### src/rtl/uart_tx_scheduler.sv
`default_nettype none
// ----------------------------------------------------------------------------
// uart_tx_scheduler : round-robin packet scheduler in front of one UART transmitter
// Revision          : 1.0
// ----------------------------------------------------------------------------
module uart_tx_scheduler #(
  parameter int DATA_WIDTH = 8,
  parameter int NUM_REQ    = 4,
  parameter int GAP_TICKS  = 16
) (
  input  logic                          clk,
  input  logic                          rstN,
  input  logic                          baudTick,
  input  logic [NUM_REQ-1:0]            req,
  input  logic [NUM_REQ*DATA_WIDTH-1:0] req_data,
  input  logic [NUM_REQ-1:0]            req_last,
  output logic [NUM_REQ-1:0]            req_ack,
  output logic [NUM_REQ-1:0]            grant,
  input  logic                          tx_ready,
  output logic                          tx_start,
  output logic [DATA_WIDTH-1:0]         tx_data,
  output logic                          busy
);

  localparam int PTR_W = $clog2(NUM_REQ);
  localparam int GAP_W = (GAP_TICKS > 1) ? $clog2(GAP_TICKS + 1) : 1;
  localparam logic [GAP_W-1:0] GAP_LAST = (GAP_TICKS > 0) ? GAP_W'(GAP_TICKS - 1) : '0;

  localparam logic [2:0] S_IDLE      = 3'd0;
  localparam logic [2:0] S_LOAD      = 3'd1;
  localparam logic [2:0] S_WAIT_BUSY = 3'd2;
  localparam logic [2:0] S_WAIT_DONE = 3'd3;
  localparam logic [2:0] S_GAP       = 3'd4;

  logic [2:0]            state, state_nxt;
  logic [PTR_W-1:0]      ptr, ptr_nxt;
  logic                  last_q, last_nxt;
  logic [GAP_W-1:0]      gap_cnt, gap_cnt_nxt;
  logic [NUM_REQ-1:0]    req_ack_nxt, grant_nxt;
  logic                  tx_start_nxt, busy_nxt;
  logic [DATA_WIDTH-1:0] tx_data_nxt, sel_data;
  logic [PTR_W-1:0]      pick, cand;
  logic                  pick_valid;
  logic                  load_fire;

  // Walk from the farthest candidate towards ptr+1 so the nearest one wins.
  always_comb begin : p_pick
    int idx;
    pick       = ptr;
    pick_valid = 1'b0;
    cand       = '0;
    idx        = 0;
    for (int k = NUM_REQ; k >= 1; k--) begin
      idx  = (int'(ptr) + k) % NUM_REQ;
      cand = PTR_W'(idx);
      if (req[cand]) begin
        pick       = cand;
        pick_valid = 1'b1;
      end
    end
  end

  always_comb begin : p_sel
    sel_data = '0;
    for (int i = 0; i < NUM_REQ; i++) begin
      if (ptr == PTR_W'(i)) sel_data = req_data[i*DATA_WIDTH +: DATA_WIDTH];
    end
  end

  assign load_fire = tx_ready && req[ptr];

  always_ff @(posedge clk or negedge rstN) begin
    if (!rstN) begin
      state    <= S_IDLE;
      ptr      <= PTR_W'(NUM_REQ - 1);
      last_q   <= 1'b0;
      gap_cnt  <= '0;
      req_ack  <= '0;
      grant    <= '0;
      tx_start <= 1'b0;
      tx_data  <= '0;
      busy     <= 1'b0;
    end else begin
      state    <= state_nxt;
      ptr      <= ptr_nxt;
      last_q   <= last_nxt;
      gap_cnt  <= gap_cnt_nxt;
      req_ack  <= req_ack_nxt;
      grant    <= grant_nxt;
      tx_start <= tx_start_nxt;
      tx_data  <= tx_data_nxt;
      busy     <= busy_nxt;
    end
  end

  always_comb begin : p_next
    state_nxt = state;
    case (state)
      S_IDLE:      if (pick_valid) state_nxt = S_LOAD;
      S_LOAD:      if (load_fire) state_nxt = S_WAIT_BUSY;
      S_WAIT_BUSY: if (!tx_ready) state_nxt = S_WAIT_DONE;
      S_WAIT_DONE: begin
        if (tx_ready) begin
          if (!last_q)             state_nxt = S_LOAD;
          else if (GAP_TICKS == 0) state_nxt = S_IDLE;
          else                     state_nxt = S_GAP;
        end
      end
      S_GAP:       if (baudTick && (gap_cnt == GAP_LAST)) state_nxt = S_IDLE;
      default:     state_nxt = S_IDLE;
    endcase
  end

  // Next values of the registered outputs; ptr doubles as the granted index.
  always_comb begin : p_out
    ptr_nxt      = ptr;
    last_nxt     = last_q;
    gap_cnt_nxt  = gap_cnt;
    grant_nxt    = grant;
    req_ack_nxt  = '0;
    tx_start_nxt = 1'b0;
    tx_data_nxt  = tx_data;
    busy_nxt     = (state_nxt != S_IDLE);
    case (state)
      S_IDLE: begin
        if (pick_valid) begin
          ptr_nxt   = pick;
          grant_nxt = NUM_REQ'(1) << pick;
        end
      end
      S_LOAD: begin
        if (load_fire) begin
          tx_start_nxt = 1'b1;
          tx_data_nxt  = sel_data;
          req_ack_nxt  = grant;
          last_nxt     = req_last[ptr];
        end
      end
      S_WAIT_DONE: begin
        if (tx_ready && last_q) begin
          grant_nxt   = '0;
          gap_cnt_nxt = '0;
        end
      end
      S_GAP: begin
        if (baudTick) gap_cnt_nxt = gap_cnt + 1'b1;
      end
      default: ;
    endcase
  end

endmodule
`default_nettype wire

### config.mk
export PLATFORM = sky130hd
export DESIGN_NAME = uart_tx_scheduler
export DESIGN_NICKNAME = d
export VERILOG_FILES = /design/src/rtl/uart_tx_scheduler.sv
export SDC_FILE = /design/constraint.sdc
export NUM_CORES = 1
export LEC_CHECK = 0
export ABC_AREA = 1
export CAP_MARGIN = 20
export CORE_ASPECT_RATIO = 0.8
export CORE_MARGIN = 4
export CORE_UTILIZATION = 48
export CTS_CLUSTER_SIZE = 24
export DETAILED_ROUTE_END_ITERATION = 7
export PLACE_DENSITY = 0.82
export SETUP_SLACK_MARGIN = 0.3
export SLEW_MARGIN = 40
export SYNTH_ARGS = -nofsm -noshare
export SYNTH_HDL_FRONTEND = slang
export SYNTH_SLANG_ARGS = --single-unit
### constraint.sdc
create_clock -name clk -period 3.05 [get_ports clk]
set_clock_uncertainty 0.15 [all_clocks]
set_input_delay 0.305 -clock clk [delete_from_list [all_inputs] [get_ports clk]]
set_output_delay 0.305 -clock clk [all_outputs]
set_load 0.1 [all_outputs]
==> run metrics, run 1 <==
Final nets=345; core area=3471 µm²; largest net degree at the start of global routing=30; Worst Setup Start Kind=flop; PostCTS Resize Cnt=0; unrepaired setup endpoints after global routing=no; Longest Clk Path Bufs=2; Seq/Total Area, Yosys=41.63%; die width=about 75 µm; Max-Cap Viols=0; residual DRC count=0; Mapped Cells=231; # rows=19; Die Height=62.00 µm; Setup-failing EPs final=0; post-route ant nets=0; I/O pins=62; WP data required=3.09 ns; Synth Cell Area=1749 µm²; Post-CTS Hold Buffers=0; Starting Density=between 50% and 60%; clock transition at the registers of the reported paths=~0.060 ns; Routed WL per cell=13.05 µm; Power Density=1147 nW/µm²; vias in the first global route=~1600; Tot Pwr=2.784 mW; outcome=completed; area of the die=4680 µm²; Overflow after GRT=0; commonest non-fill, non-tap cell in the layout=nand2_1; max-slew violations=0; path type of the worst min-delay path=in -> async; smallest hold slack=0.2549 ns; global-route wire length before repair=7279 µm; All-Layer GR Usage=20.74%; CP max FO=9; PortBufs=61; final non-filler cell total=338; Synth warnings=0; crit path DAT=2.21 ns; setup TNS=0 ns; TritonRoute pass-1 iters=5; CP endpoint kind=flop; Final Hold Vio Count=0; total clock sinks=29; layout cell share with drive strength beyond 1=15.20%; Peak supply drop=0.6975 mV; final wirelength=~4400 µm; syn_area_per_cell=7.572 µm²; H-tree depth=2; commonest non-fill, non-tap cells in the layout=nand2_1, clkdlybuf4s50_1, inv_1, dfrtp_1, nor2_1; Unique masters post-synth=29; TritonCTS clock tree=yes; Leakage=1.189 nW; Layout area overhead=38.70%; via density per instance=approximately 5.0; post-route clock period utilization=between 70% and 80%; post-CTS setup buffers=0; sequential standard cell area=approximately 730 µm²; post-place instance area=about 2300 µm²; FMAX=462.0 MHz; placed cells=330; hpwl dp=3583 µm; Slew HR=roughly two thirds; DR vias=1693; fillcell total=308; critical path type=reg -> reg; Multi-input gate area=863.3 µm²; Final min period=~2.2 ns; r2r worst-path depth=7; Worst-Skew Late Latency=0.28 ns; syn nets=between 200 and 300; Diodes inserted=0; CTS Buf Count=5; Seq cells post-synth=29; Root Buffer=clkbuf_8; gp weighted congestion=0.8758; DR iter-0 viols=93; antenna violations before repair=0; worst slew pin tran=0.4754 ns; post-route cell area=2426 µm²
==> registers in the layout, indices dropped and copies added (netlist names) <==
signal and count:
last_q 1, state 3, tx_start 1, req_ack 4, ptr 2, grant 4, gap_cnt 5, tx_data 8
busy 1
==> power by group <==
group	switching [mW]	internal, mW	total [mW]
sequential	0.111	0.539	0.650
clock	0.146	0.157	0.303
combinational	1.33	0.501	1.83
==> cell type report <==
class / instances / area share, %
clock inverter: 3 / 0.7220
sequential: 29 / 30.02
inverter: 30 / 5.054
clock buffer: 5 / 2.837
timing repair buffer: 62 / 23.62
multi-input combinational: 167 / 35.59
tap: 42 / 2.166
==> final timing paths <==
path / from / endpoint / slack, ns
max: ptr[1] / tx_data[5] / 0.89
min: rstN / gap_cnt[2] / 0.25
max reg2reg: ptr[1] / tx_data[5] / 0.89
min reg2reg: grant[1] / grant[1] / 0.37
max in group asynchronous: rstN / ptr[0] / 2.18
min in group clk: grant[1] / grant[1] / 0.37
==> synth_stat cells (all sizes together) <==
cell	number	area share [%]
inv	30	7.0
buf	4	1.8
dfstp	2	3.0
clkbuf	1	0.21
o21ai	9	3.2
nand2	72	17
a21oi	12	3.4
ha	6	4.3
nand3	16	4.9
nand3b	1	0.43
o211ai	8	3.4
a31oi	10	3.6
nor4	1	0.36
nor3	4	1.4
nand4	3	1.9
nor2	25	5.8
dfrtp	27	39
==> logic make-up (layout without fill, tap and decap cells) <==
family | count (synthesis) | in the layout | synth area share (%)
AND/OR/NAND/NOR | 122 | 122 | 31.40
AO/OA/AOI/OAI | 39 | 39 | 13.66
buffers and inverters | 35 | 100 | 9.012
flip-flops | 29 | 29 | 41.63
adder cells (fa/ha/maj) | 6 | 6 | 4.292
==> metrics by stage <==
| stage | utilization, % | worst slack [ns] |
|---|---|---|
| 2_1_floorplan | - | 1.165 |
| 3_3_place_gp | 67.41 | 0.9857 |
| 3_5_place_dp | 67.41 | 0.9109 |
| 4_1_cts | 69.90 | 0.8868 |
| 5_1_grt | 69.90 | 0.6474 |
| 6_report | 69.90 | 0.8854 |
==> metal layers <==
layer	wire length, µm	global-route usage (%)	vias to the layer above
met5	0	0	-
met4	41	6.983	0
met3	203	4.341	4
met2	2029	32.84	37
met1	2135	28.51	770
li1	-	-	882
==> worst max-delay path, cell delays in order (launching register included) <==
cell      delay, ns
dfstp_2        0.59
inv_1          0.12
ha_1           0.31
nor2_1         0.43
nand2_1        0.10
nand2_1        0.09
o211ai_1       0.09
a31oi_1        0.19
Note: power is estimated with default switching activity, not from simulation.
==> run 2: changes to the inputs <==
Settings changed: CORE_UTILIZATION 48 to 45, PLACE_DENSITY 0.82 to 0.77.
Clock period 3.05 ns to 2.3 ns, I/O delays scaled along.
==> run 2 against run 1 <==
Compared with the run above:
- flip-flop and latch count unchanged
- highest routed layer unchanged
- hold slack lost 0.081 ns
- largest power group unchanged
- count of clock-buffer cells in the layout increased by 2
- cell count rose by 5.3%
- cell area rose by 5.1%
- sequential share of layout area shrank 1.4 points
- combinational power increased by 41%
- global-route usage is 1.4 points lower
- routed wire length increased by 4.0%
- non-clock buffer count grew 8
- power increased by 42%
==> run metrics, run 2 (same netlist as run 1, synthesis figures left out) <==
worst slew pin tran=0.3686 ns (was 0.4754 ns); WP data required=2.31 ns (was 3.09 ns); die width=77.71 µm (was 75.49 µm); Final min period=1.860 ns (was 2.165 ns); # rows=19 (unchanged); crit path DAT=1.87 ns (was 2.21 ns); DR vias=1748 (was 1693); gp weighted congestion=0.8114 (was 0.8758); fillcell total=291 (was 308); Layout area overhead=45.71% (was 38.70%); Pint=1.836 mW (was 1.196 mW); TritonRoute pass-1 iters=4 (was 5); setup TNS=0 ns (unchanged); Critical Path Slowest Stage Cell=dfstp_2 (unchanged); delay-heaviest family, CP=flip-flops (was simple AND/OR/NAND/NOR gates); Levels on crit path=8 (was 7); commonest non-fill, non-tap cell in the layout=nand2_1 (unchanged); area of the die=4955 µm² (was 4680 µm²); clock transition at the registers of the reported paths=0.06 ns (about the same); hpwl dp=3529 µm (was 3583 µm); PortBufs=61 (unchanged); Slowest Stage Delay on Critical Path=0.60 ns (was 0.59 ns); via density per instance=4.910 (was 5.009); post-route ant nets=0 (unchanged); unrepaired setup endpoints after global routing=yes (was no); Overflow after GRT=0 (unchanged); core area=3590 µm² (was 3471 µm²); largest net degree at the start of global routing=30 (unchanged); top flop regs=tx_data: 8 flops, gap_cnt: 5 flops (unchanged); I/O pins=62 (unchanged); Multi-input gate area=883.3 µm² (was 863.3 µm²); layout cell share with drive strength beyond 1=18.75% (was 15.20%); max-slew violations=0 (unchanged); crit path cell chain=buf_4, nand2_1, nand2_1, nand2_1, o21ai_4, nand3_2, nor2_1, nand3_1 (was inv_1, ha_1, nor2_1, nand2_1, nand2_1, o211ai_1, a31oi_1); sequential standard cell area=728.2 µm² (unchanged); Reg power frac=21.3% (was 23.3%); largest reg by FF count=tx_data (unchanged); most frequent CP cell=nand2_1 (unchanged); switch share=53.59% (was 57.02%); Power Density=1552 nW/µm² (was 1147 nW/µm²); Routed WL per cell=12.88 µm (was 13.05 µm); number of flip-flops in the largest register=8 (unchanged); Post-CTS Hold Buffers=0 (unchanged); Starting Density=48.73% (was 50.40%); Worst-Skew Late Latency=0.28 ns (about the same); total clock sinks=29 (unchanged); Leakage=1.240 nW (was 1.189 nW); Gate power share=65.1% (was 65.8%); switching pwr=2.120 mW (was 1.587 mW); final setup margin=0.4398 ns (was 0.8854 ns); H-tree depth=2 (unchanged); r2r setup slk=0.44 ns (was 0.89 ns); Tot Pwr=3.957 mW (was 2.784 mW); antenna violations before repair=0 (unchanged); Setup-failing EPs final=0 (unchanged); Max-Cap Viols=0 (unchanged); CP max FO=8 (was 9); vias in the first global route=1560 (was 1644); path type of the worst min-delay path=in -> async (unchanged); CP endpoint kind=flop (unchanged); Root Buffer=clkbuf_8 (unchanged); DR iter-0 viols=164 (was 93); FMAX=537.6 MHz (was 462.0 MHz); Clock power frac=13.6% (was 10.9%); Peak supply drop=0.9311 mV (was 0.6975 mV); crit path buf inv count=1 (unchanged); FF-to-FF Start=ptr[0] (was ptr[1]); All-Layer GR Usage=19.31% (was 20.74%); Die Height=63.77 µm (was 62.00 µm); commonest non-fill, non-tap cells in the layout=nand2_1, clkdlybuf4s50_1, dfrtp_1, buf_4, inv_1 (was nand2_1, clkdlybuf4s50_1, inv_1, dfrtp_1, nor2_1); Longest Clk Path Bufs=2 (unchanged); Slew HR=75.43% (was 68.19%); Diodes inserted=0 (unchanged); CTS Buf Count=5 (unchanged); outcome=completed (unchanged); Setup WS pre-CTS=0.3236 ns (was 0.9109 ns); smallest hold slack=0.1739 ns (was 0.2549 ns); global-route wire length before repair=7603 µm (was 7279 µm); critical path type=reg -> reg (unchanged); post-route clock period utilization=80.88% (was 70.97%); Final nets=353 (was 345); Final Hold Vio Count=0 (unchanged); residual DRC count=0 (unchanged); Worst Setup Start Kind=flop (unchanged); r2r worst-path depth=8 (was 7); Setup crit start=ptr[0] (was ptr[1]); final wirelength=4586 µm (was 4410 µm); TritonCTS clock tree=yes (unchanged)
==> run 2: path summary, 6_finish.rpt <==
check | to
min reg2reg | grant[0]
min | gap_cnt[2]
max | busy
min in group clk | tx_data[7]
max reg2reg | busy
max in group asynchronous | ptr[1]
==> run 2: timing repair <==
item	4_1_cts	5_1_grt
gates resized for setup	0	5
setup buffers	0	5
setup endpoints to repair	0	15
==> run 2: metrics by stage <==
step                utilization [%]  area, µm²  std cells
finish                        71.00       2549        356
global route                  71.00       2549        356
CTS                           69.40       2491        351
detailed placement            66.16       2375        343
global placement              66.16       2375        343
floorplan                         -       1749        231
==> run 2: layer usage <==
layer  GRT usage (%)  vias up  part of all wire (%)
met5               0        -                     0
met4           7.111        0                   1.4
met3           3.933        7                   4.8
met2           27.78       48                    44
met1           28.65      797                    49
li1                -      896                     -
==> run 2: area by class of cell <==
| cell class | count | area share [%] |
|---|---|---|
| clock buffers | 7 | 3.387 |
| flip-flops and latches | 29 | 28.57 |
| repair buffers | 70 | 24.84 |
| inverters | 30 | 4.811 |
| well taps | 52 | 2.553 |
| clock inverters | 1 | 1.178 |
| multi-input cells | 167 | 34.66 |
==> run 2: power groups by stage <==
stage	clock, mW	combinational [mW]	sequential (mW)
5_1_grt	0.570	2.82	0.872
4_1_cts	0.552	2.47	0.849
2_1_floorplan	0	1.13	1.64
3_5_place_dp	0	2.46	0.856
3_3_place_gp	0	2.44	0.849
6_report	0.539	2.58	0.842
